### config.mk
export PLATFORM = sky130hd
export DESIGN_NAME = time_trigger_queue
export DESIGN_NICKNAME = d
export VERILOG_FILES = /design/src/rtl/time_trig_pkg.sv /design/src/rtl/trig_fifo.sv /design/src/rtl/time_trigger_queue.sv
export SDC_FILE = /design/constraint.sdc
export NUM_CORES = 1
export LEC_CHECK = 0
export BUFFER_PORTS_ARGS = -buffer_cell sky130_fd_sc_hd__buf_4
export CAP_MARGIN = 25
export CORE_ASPECT_RATIO = 1.1
export CORE_MARGIN = 2
export CORE_UTILIZATION = 60
export DETAILED_ROUTE_END_ITERATION = 8
export PLACE_DENSITY = 0.87
export SKIP_LAST_GASP = 1
export SYNTH_ARGS = -nofsm -noshare
export SYNTH_HDL_FRONTEND = slang
export SYNTH_HIERARCHICAL = 1
export SYNTH_SLANG_ARGS = --single-unit
### constraint.sdc
create_clock -name clk -period 7.45 [get_ports clk]
set_clock_uncertainty 0.15 [all_clocks]
set_input_delay 0.745 -clock clk [delete_from_list [all_inputs] [get_ports clk]]
set_output_delay 0.745 -clock clk [all_outputs]
set_load 0.01 [all_outputs]
### src/rtl/time_trig_pkg.sv
// Shared definitions for the time trigger queue: time width, FSM state
// encoding and the wrap-safe "is this time due" helper.
package time_trig_pkg;

  localparam int unsigned TIME_W = 32;

  // IDLE: no head entry. ARMED: head is compared against master_time every
  // cycle. POP: the head just fired (or was dropped) and is being replaced.
  typedef enum logic [1:0] {
    IDLE  = 2'd0,
    ARMED = 2'd1,
    POP   = 2'd2
  } trig_state_e;

  // An entry is due once master_time has reached or passed its time. The
  // difference is taken modulo 2^32 and read as signed, so a time that lies
  // up to 2^31-1 ticks ahead stays "future" across wrap-around and across a
  // backwards jump of master_time.
  function automatic logic time_due(input logic [TIME_W-1:0] now,
                                    input logic [TIME_W-1:0] t);
    logic [TIME_W-1:0] diff;
    diff = now - t;
    return ~diff[TIME_W-1];
  endfunction

endpackage

### src/rtl/trig_fifo.sv
// Synchronous FIFO holding queued {time, tag} entries behind the head
// register. Depth need not be a power of two, so pointers wrap explicitly.
// The read port is first-word fall-through: data_o shows the oldest entry
// whenever the FIFO is not empty, so it can be loaded in the pop cycle.
module trig_fifo #(
  parameter int unsigned WIDTH = 40,
  parameter int unsigned DEPTH = 7,
  parameter int unsigned LVL_W = 4
) (
  input  logic             clk,
  input  logic             rst_n,
  input  logic             push_i,
  input  logic             pop_i,
  input  logic             flush_i,
  input  logic [WIDTH-1:0] data_i,
  output logic [WIDTH-1:0] data_o,
  output logic             full_o,
  output logic             empty_o,
  output logic [LVL_W-1:0] level_o
);

  localparam int unsigned PTR_W = (DEPTH > 1) ? $clog2(DEPTH) : 1;
  localparam logic [PTR_W-1:0] LAST_PTR = PTR_W'(DEPTH - 1);

  logic [WIDTH-1:0] mem_q [DEPTH];
  logic [PTR_W-1:0] wr_ptr_q, wr_ptr_d;
  logic [PTR_W-1:0] rd_ptr_q, rd_ptr_d;
  logic [LVL_W-1:0] level_q, level_d;
  logic             do_push;
  logic             do_pop;

  assign full_o  = (level_q == LVL_W'(DEPTH));
  assign empty_o = (level_q == '0);
  assign level_o = level_q;
  assign data_o  = mem_q[rd_ptr_q];

  // A flush wins over any concurrent push or pop.
  assign do_push = push_i & ~full_o & ~flush_i;
  assign do_pop  = pop_i & ~empty_o & ~flush_i;

  // Next pointer and occupancy values.
  always_comb begin
    wr_ptr_d = wr_ptr_q;
    rd_ptr_d = rd_ptr_q;
    level_d  = level_q;
    if (flush_i) begin
      wr_ptr_d = '0;
      rd_ptr_d = '0;
      level_d  = '0;
    end else begin
      if (do_push) begin
        wr_ptr_d = (wr_ptr_q == LAST_PTR) ? '0 : wr_ptr_q + PTR_W'(1);
      end
      if (do_pop) begin
        rd_ptr_d = (rd_ptr_q == LAST_PTR) ? '0 : rd_ptr_q + PTR_W'(1);
      end
      level_d = level_q + LVL_W'(do_push) - LVL_W'(do_pop);
    end
  end

  // Pointer and occupancy registers.
  always_ff @(posedge clk or negedge rst_n) begin
    if (!rst_n) begin
      wr_ptr_q <= '0;
      rd_ptr_q <= '0;
      level_q  <= '0;
    end else begin
      wr_ptr_q <= wr_ptr_d;
      rd_ptr_q <= rd_ptr_d;
      level_q  <= level_d;
    end
  end

  // Entry storage; contents need no reset since occupancy guards reads.
  always_ff @(posedge clk) begin
    if (do_push) begin
      mem_q[wr_ptr_q] <= data_i;
    end
  end

endmodule

### src/rtl/time_trigger_queue.sv
// Time trigger queue: holds absolute trigger times with tags in strict FIFO
// order and strobes trig_o (or late_o) when master_time reaches the head.
// Optional build macro TIME_TRIG_LATE_DETECT_EN: when defined, entries more
// than LATE_THRESH ticks past due are reported on late_o instead of trig_o;
// when undefined, late_o is tied low and every due entry fires on trig_o.
//
// Producer handshake: an entry is taken on a rising clk edge where
// wr_valid & wr_ready are both high and clear is low. wr_ready depends only
// on registered occupancy (count < DEPTH), never on a same-cycle pop, and
// the producer must hold wr_time/wr_tag stable while wr_valid is high.
import time_trig_pkg::*;

module time_trigger_queue #(
  parameter int unsigned DEPTH       = 8,
  parameter int unsigned TAG_W       = 8,
  parameter int unsigned LATE_THRESH = 1000
) (
  input  logic                     clk,
  input  logic                     rst_n,
  input  logic [TIME_W-1:0]        master_time,
  input  logic                     clear,
  input  logic                     wr_valid,
  output logic                     wr_ready,
  input  logic [TIME_W-1:0]        wr_time,
  input  logic [TAG_W-1:0]         wr_tag,
  output logic                     trig_o,
  output logic [TAG_W-1:0]         trig_tag,
  output logic                     late_o,
  output logic [$clog2(DEPTH):0]   count,
  output trig_state_e              dbg_state_o
);

  localparam int unsigned FIFO_D = DEPTH - 1;
  localparam int unsigned CNT_W  = $clog2(DEPTH) + 1;
  localparam int unsigned ENT_W  = TIME_W + TAG_W;

  trig_state_e       state_q, state_d;
  logic              head_valid_q, head_valid_d;
  logic [TIME_W-1:0] head_time_q, head_time_d;
  logic [TAG_W-1:0]  head_tag_q, head_tag_d;
  logic              trig_q, trig_d;
  logic              late_q, late_d;
  logic [TAG_W-1:0]  tag_q, tag_d;

  logic              fifo_push;
  logic              fifo_pop;
  logic [ENT_W-1:0]  fifo_dout;
  logic              fifo_full;
  logic              fifo_empty;
  logic [CNT_W-1:0]  fifo_level;

  logic              push_acc;
  logic [TIME_W-1:0] diff;
  logic              due;
  logic              late_hit;

  assign count       = fifo_level + {{(CNT_W-1){1'b0}}, head_valid_q};
  assign wr_ready    = (count < CNT_W'(DEPTH));
  assign push_acc    = wr_valid & wr_ready & ~clear;
  assign trig_o      = trig_q;
  assign late_o      = late_q;
  assign trig_tag    = tag_q;
  assign dbg_state_o = state_q;

  assign diff = master_time - head_time_q;
  assign due  = time_due(master_time, head_time_q);

`ifdef TIME_TRIG_LATE_DETECT_EN
  assign late_hit = due & (diff > TIME_W'(LATE_THRESH));
`else
  logic unused_late;
  assign late_hit    = 1'b0;
  assign unused_late = (diff > TIME_W'(LATE_THRESH));
`endif

  trig_fifo #(
    .WIDTH (ENT_W),
    .DEPTH (FIFO_D),
    .LVL_W (CNT_W)
  ) u_fifo (
    .clk     (clk),
    .rst_n   (rst_n),
    .push_i  (fifo_push),
    .pop_i   (fifo_pop),
    .flush_i (clear),
    .data_i  ({wr_time, wr_tag}),
    .data_o  (fifo_dout),
    .full_o  (fifo_full),
    .empty_o (fifo_empty),
    .level_o (fifo_level)
  );

  // Next-state, head load and strobe decisions. Pushes go straight into the
  // head only when nothing is queued ahead of them; otherwise into the FIFO.
  always_comb begin
    state_d      = state_q;
    head_valid_d = head_valid_q;
    head_time_d  = head_time_q;
    head_tag_d   = head_tag_q;
    trig_d       = 1'b0;
    late_d       = 1'b0;
    tag_d        = tag_q;
    fifo_push    = 1'b0;
    fifo_pop     = 1'b0;
    if (clear) begin
      state_d      = IDLE;
      head_valid_d = 1'b0;
    end else begin
      unique case (state_q)
        IDLE: begin
          if (!fifo_empty) begin
            fifo_pop                  = 1'b1;
            fifo_push                 = push_acc & ~fifo_full;
            {head_time_d, head_tag_d} = fifo_dout;
            head_valid_d              = 1'b1;
            state_d                   = ARMED;
          end else if (push_acc) begin
            head_time_d  = wr_time;
            head_tag_d   = wr_tag;
            head_valid_d = 1'b1;
            state_d      = ARMED;
          end
        end
        ARMED: begin
          fifo_push = push_acc & ~fifo_full;
          if (due) begin
            trig_d  = ~late_hit;
            late_d  = late_hit;
            tag_d   = head_tag_q;
            state_d = POP;
          end
        end
        POP: begin
          fifo_push = push_acc & ~fifo_full;
          if (!fifo_empty) begin
            fifo_pop                  = 1'b1;
            {head_time_d, head_tag_d} = fifo_dout;
            head_valid_d              = 1'b1;
            state_d                   = ARMED;
          end else begin
            head_valid_d = 1'b0;
            state_d      = IDLE;
          end
        end
        default: begin
          head_valid_d = 1'b0;
          state_d      = IDLE;
        end
      endcase
    end
  end

  // State, head entry and registered output strobes.
  always_ff @(posedge clk or negedge rst_n) begin
    if (!rst_n) begin
      state_q      <= IDLE;
      head_valid_q <= 1'b0;
      head_time_q  <= '0;
      head_tag_q   <= '0;
      trig_q       <= 1'b0;
      late_q       <= 1'b0;
      tag_q        <= '0;
    end else begin
      state_q      <= state_d;
      head_valid_q <= head_valid_d;
      head_time_q  <= head_time_d;
      head_tag_q   <= head_tag_d;
      trig_q       <= trig_d;
      late_q       <= late_d;
      tag_q        <= tag_d;
    end
  end

endmodule

==> run summary <==
The largest net degree at the start of global routing is just under 90. For the final routed database, the setup TNS stands at 0 ps. The detailed-route wire length came out at 30,300 um. The first global-routing pass estimated 47,400 um of wire. In the synthesized netlist the dominant register cell turns out to be edfxtp_1.

Once the clock tree was built, the resizer swapped 0 gates to a different size. The switching share of power came out at 0.280. The cell area power density is 293 mW/mm2. In this run the count of I/O pins placed on the die edge is 93. Measured on the finished design, the core utilization comes to 0.689. The layout overhead on the synthesized area is 12.8%.

The die outline area came out at 0.0261 mm2. The logic depth of the worst register-to-register path is 9. The sequential area share after synthesis is 0.669. The length of the first detailed-routing pass in iterations came out at 5. The sequential share of power is 0.477. The data arrival time of the worst path is 3970 ps. The number of levels the H-tree was split into is 1. The share of post-route cells with drive strength above 1 is 0.164. Setup slack on the critical path of the routed design comes to 3510 ps. Setup repair after global routing left no endpoint under its margin. For this run, the total global-route usage over all layers was measured as 0.233. In the final routed layout, each cell accounts on average for ~21 um. The die height came out at 169 um. The area inside the core boundary came out at 0.0244 mm2. The worst path needs about 3900 ps of the cycle, external delays included.

The library cell used most frequently in the layout, excluding fill and tap cells, is edfxtp_1. The class of the tightest hold or removal check is input port to async pin. The startpoint identified for the worst register-to-register timing path is u_fifo/level_o[0]. The number of global-route vias before repair is 9,084.

In this run the power spent charging and discharging nets is ~1.4 mW. The number of max-slew violations in the final report is 0. The proportion of register bits with asynchronous set or reset after synthesis is 0.181.

The worst setup slack after placement is 3200 ps. The number of flops mapped to enable cells by yosys came out at 280. The share of total power dissipated in the clock network is 0.304. The cell area after synthesis is 0.0149 mm2. STA classifies the critical path startpoint as a flop.

The number of sinks on the clock net came out at ~340. The ratio of final minimum period to clock period is 0.528. The later pin in the worst-skew pair is clocked with a latency of 560 ps. At the end of routability-driven placement, the weighted congestion stood at 0.840. Once detail routing completed, the nets flagged for antenna violations numbered 0. The detail-routed via count per cell is 6.01. In this run the post-CTS setup repair buffer count came out at 0.

The clock tree buffer depth is 3. The worst reg-to-reg setup slack is about 3500 ps. The CTS buffer count is 31.

The overall power after layout is 4.92 mW. For the pin with the worst max-slew slack, the measured transition is 1080 ps. The mean post-synth cell area came out at 14.4 um2.

TritonCTS built the clock tree. The count of nets after finishing is around 1.2k. The fill cell instance count of the final layout is 1,555.

The highest achievable clock rate is ~0.25 GHz. The hold-fix buffer count after cts is 0. The initial antenna violation count came out at 1. Of the total power, combinational logic draws 0.219.

Cell internal power was estimated by the tool at 3.54 mW. The clock-pin slew on the worst setup and hold paths came out at 60 ps. The run finished with clean final reports.

The library cells used most frequently in the layout, excluding fill and tap cells, are edfxtp_1, mux2i_1, buf_4, a21oi_1, dfrtp_1. The DRC violations left is 0. The worst vdd rail ir drop is between 200 and 250 uV. Row generation in the floorplan step produced 60 rows. In this run, the number of DRC markers left after iteration 0 of detailed routing was 639. Measured against its own limit, the worst slew margin works out to 0.282. The reported max-cap violation count came out at 0. The effective utilization at floorplan is 0.611. The HPWL after detailed placement is 17,600 um. STA classifies the critical path endpoint as a flop.

The cell leakage power came out at 6.32 nW. The yosys synthesis warning count came out at 6. The number of endpoints with negative hold slack in the final report is 0. Setup violations remaining at the end of the flow were counted as 0.

The synthesized netlist contains 55 unique library cells. In this run the worst setup path terminates at u_fifo/mem_q[1][5]. The highest fanout seen on the critical path came out at 29.

The post-synth net total came out at 1,157. In this run the clock root is driven by a clkbuf_16. In this run the worst setup path begins at u_fifo/level_o[0].

The number of buffer cells added on primary ports came out at 91. Data on the critical path is required at its endpoint by 7480 ps. The final route contains 8,783 vias. The die is 154 um wide. By startpoint and endpoint, the worst setup path is classified as flop to flop. The leftover overflow at the end of global routing is 0. The number of synthesized register bits is 342. The endpoint of the worst-slack reg-to-reg timing path is u_fifo/mem_q[1][5]. Synthesis produced a netlist whose cell count is 1,037.
[worst min path at each step]
stage | end | slack, ps | cells after the start
floorplan | dbg_state_o[0] | 300 | 0
global placement | trig_tag[5] | 340 | 1
detailed placement | trig_tag[3] | 340 | 1
CTS | head_time_q[30] | 190 | 1
global route | head_time_q[1] | 230 | 1
finish | trig_tag[3] | 160 | 1
[final cells by class]
type                            instances  area (um2)  share of cell area
Inverter                               45         169              0.0100
Timing Repair Buffer                  108         828              0.0493
Antenna cell                            1        2.50            0.000149
Multi-Input combinational cell        597        4480               0.267
Clock inverter                         17        88.8             0.00529
Tap cell                              310         388              0.0231
Clock buffer                           41         885              0.0526
Sequential cell                       342        9960               0.593
[cell families after synthesis]
family / count (synthesis) / share of synthesized area
other: 1 / 0.000252
adder cells (fa/ha/maj): 44 / 0.0375
XOR/XNOR: 5 / 0.00294
buffers and inverters: 98 / 0.0353
AND/OR/NAND/NOR: 159 / 0.0496
multiplexers: 168 / 0.116
flip-flops: 342 / 0.669
AO/OA/AOI/OAI: 220 / 0.0905
[synth_stat cells (all sizes together) (2+ instances only)]
| library cell | number | area (um2) |
|---|---|---|
| a211o | 3 | 36.3 |
| a21o | 41 | 308 |
| a21oi | 67 | 343 |
| a31oi | 3 | 18.8 |
| and4 | 2 | 17.5 |
| buf | 27 | 248 |
| clkbuf | 26 | 109 |
| dfrtp | 62 | 1550 |
| edfxtp | 280 | 8410 |
| ha | 43 | 538 |
| inv | 45 | 169 |
| mux2 | 8 | 120 |
| mux2i | 160 | 1600 |
| nand2 | 57 | 214 |
| nand2b | 4 | 25.0 |
| nand3 | 6 | 30.0 |
| nand4 | 4 | 25.0 |
| nand4b | 2 | 17.5 |
| nor2 | 59 | 238 |
| nor2b | 5 | 31.3 |
| nor3 | 8 | 45.0 |
| nor4 | 2 | 12.5 |
| nor4b | 3 | 26.3 |
| o21ai | 56 | 280 |
| o221ai | 2 | 17.5 |
| o22ai | 40 | 250 |
| or3b | 2 | 22.5 |
| xnor2 | 2 | 17.5 |
| xor2 | 3 | 26.3 |
[flip-flops by register name (all words and copies together) (netlist names)]
name / count
head_time_q: 32
u_fifo/level_o: 4
trig_o: 1
u_fifo/mem_q: 280
u_fifo/rd_ptr_q: 3
trig_tag: 8
head_valid_q: 1
u_fifo/wr_ptr_q: 3
dbg_state_o: 2
head_tag_q: 8
[per-layer routing]
| metal | vias up | part of all wire | track usage |
|---|---|---|---|
| li1 | 4058 | - | - |
| met1 | 4310 | 0.40 | 0.294 |
| met2 | 341 | 0.50 | 0.408 |
| met3 | 74 | 0.063 | 0.0337 |
| met4 | 0 | 0.035 | 0.0926 |
| met5 | - | 0 | 0 |
[power groups by stage]
stage          Clock, mW  Combinational, mW  Sequential (mW)
3_5_place_dp           0               1.06             2.38
3_3_place_gp           0               1.01             2.38
2_1_floorplan          0              0.725             2.37
4_1_cts             1.51               1.08             2.35
5_1_grt             1.59               1.19             2.37
6_report            1.49               1.08             2.35
[metrics by stage]
| step | std cells | hold WS, ps | cell area [um2] |
|---|---|---|---|
| finish | 1461 | 163 | 16800 |
| CTS | 1458 | 190 | 16800 |
| global placement | 1400 | 342 | 15800 |
| floorplan | 1037 | 299 | 14900 |
| global route | 1461 | 234 | 16800 |
| detailed placement | 1400 | 342 | 15800 |
[critical path: stages (launching register included)]
cell and delay (ps):
dfrtp_1 420, ha_1 210, nand3_1 90, xor2_1 320
nand2_1 140, nor4b_1 400, clkbuf_2 250, or3b_4 450
nor3_4 560, buf_4 560
Power figures use the tool's default switching activity.
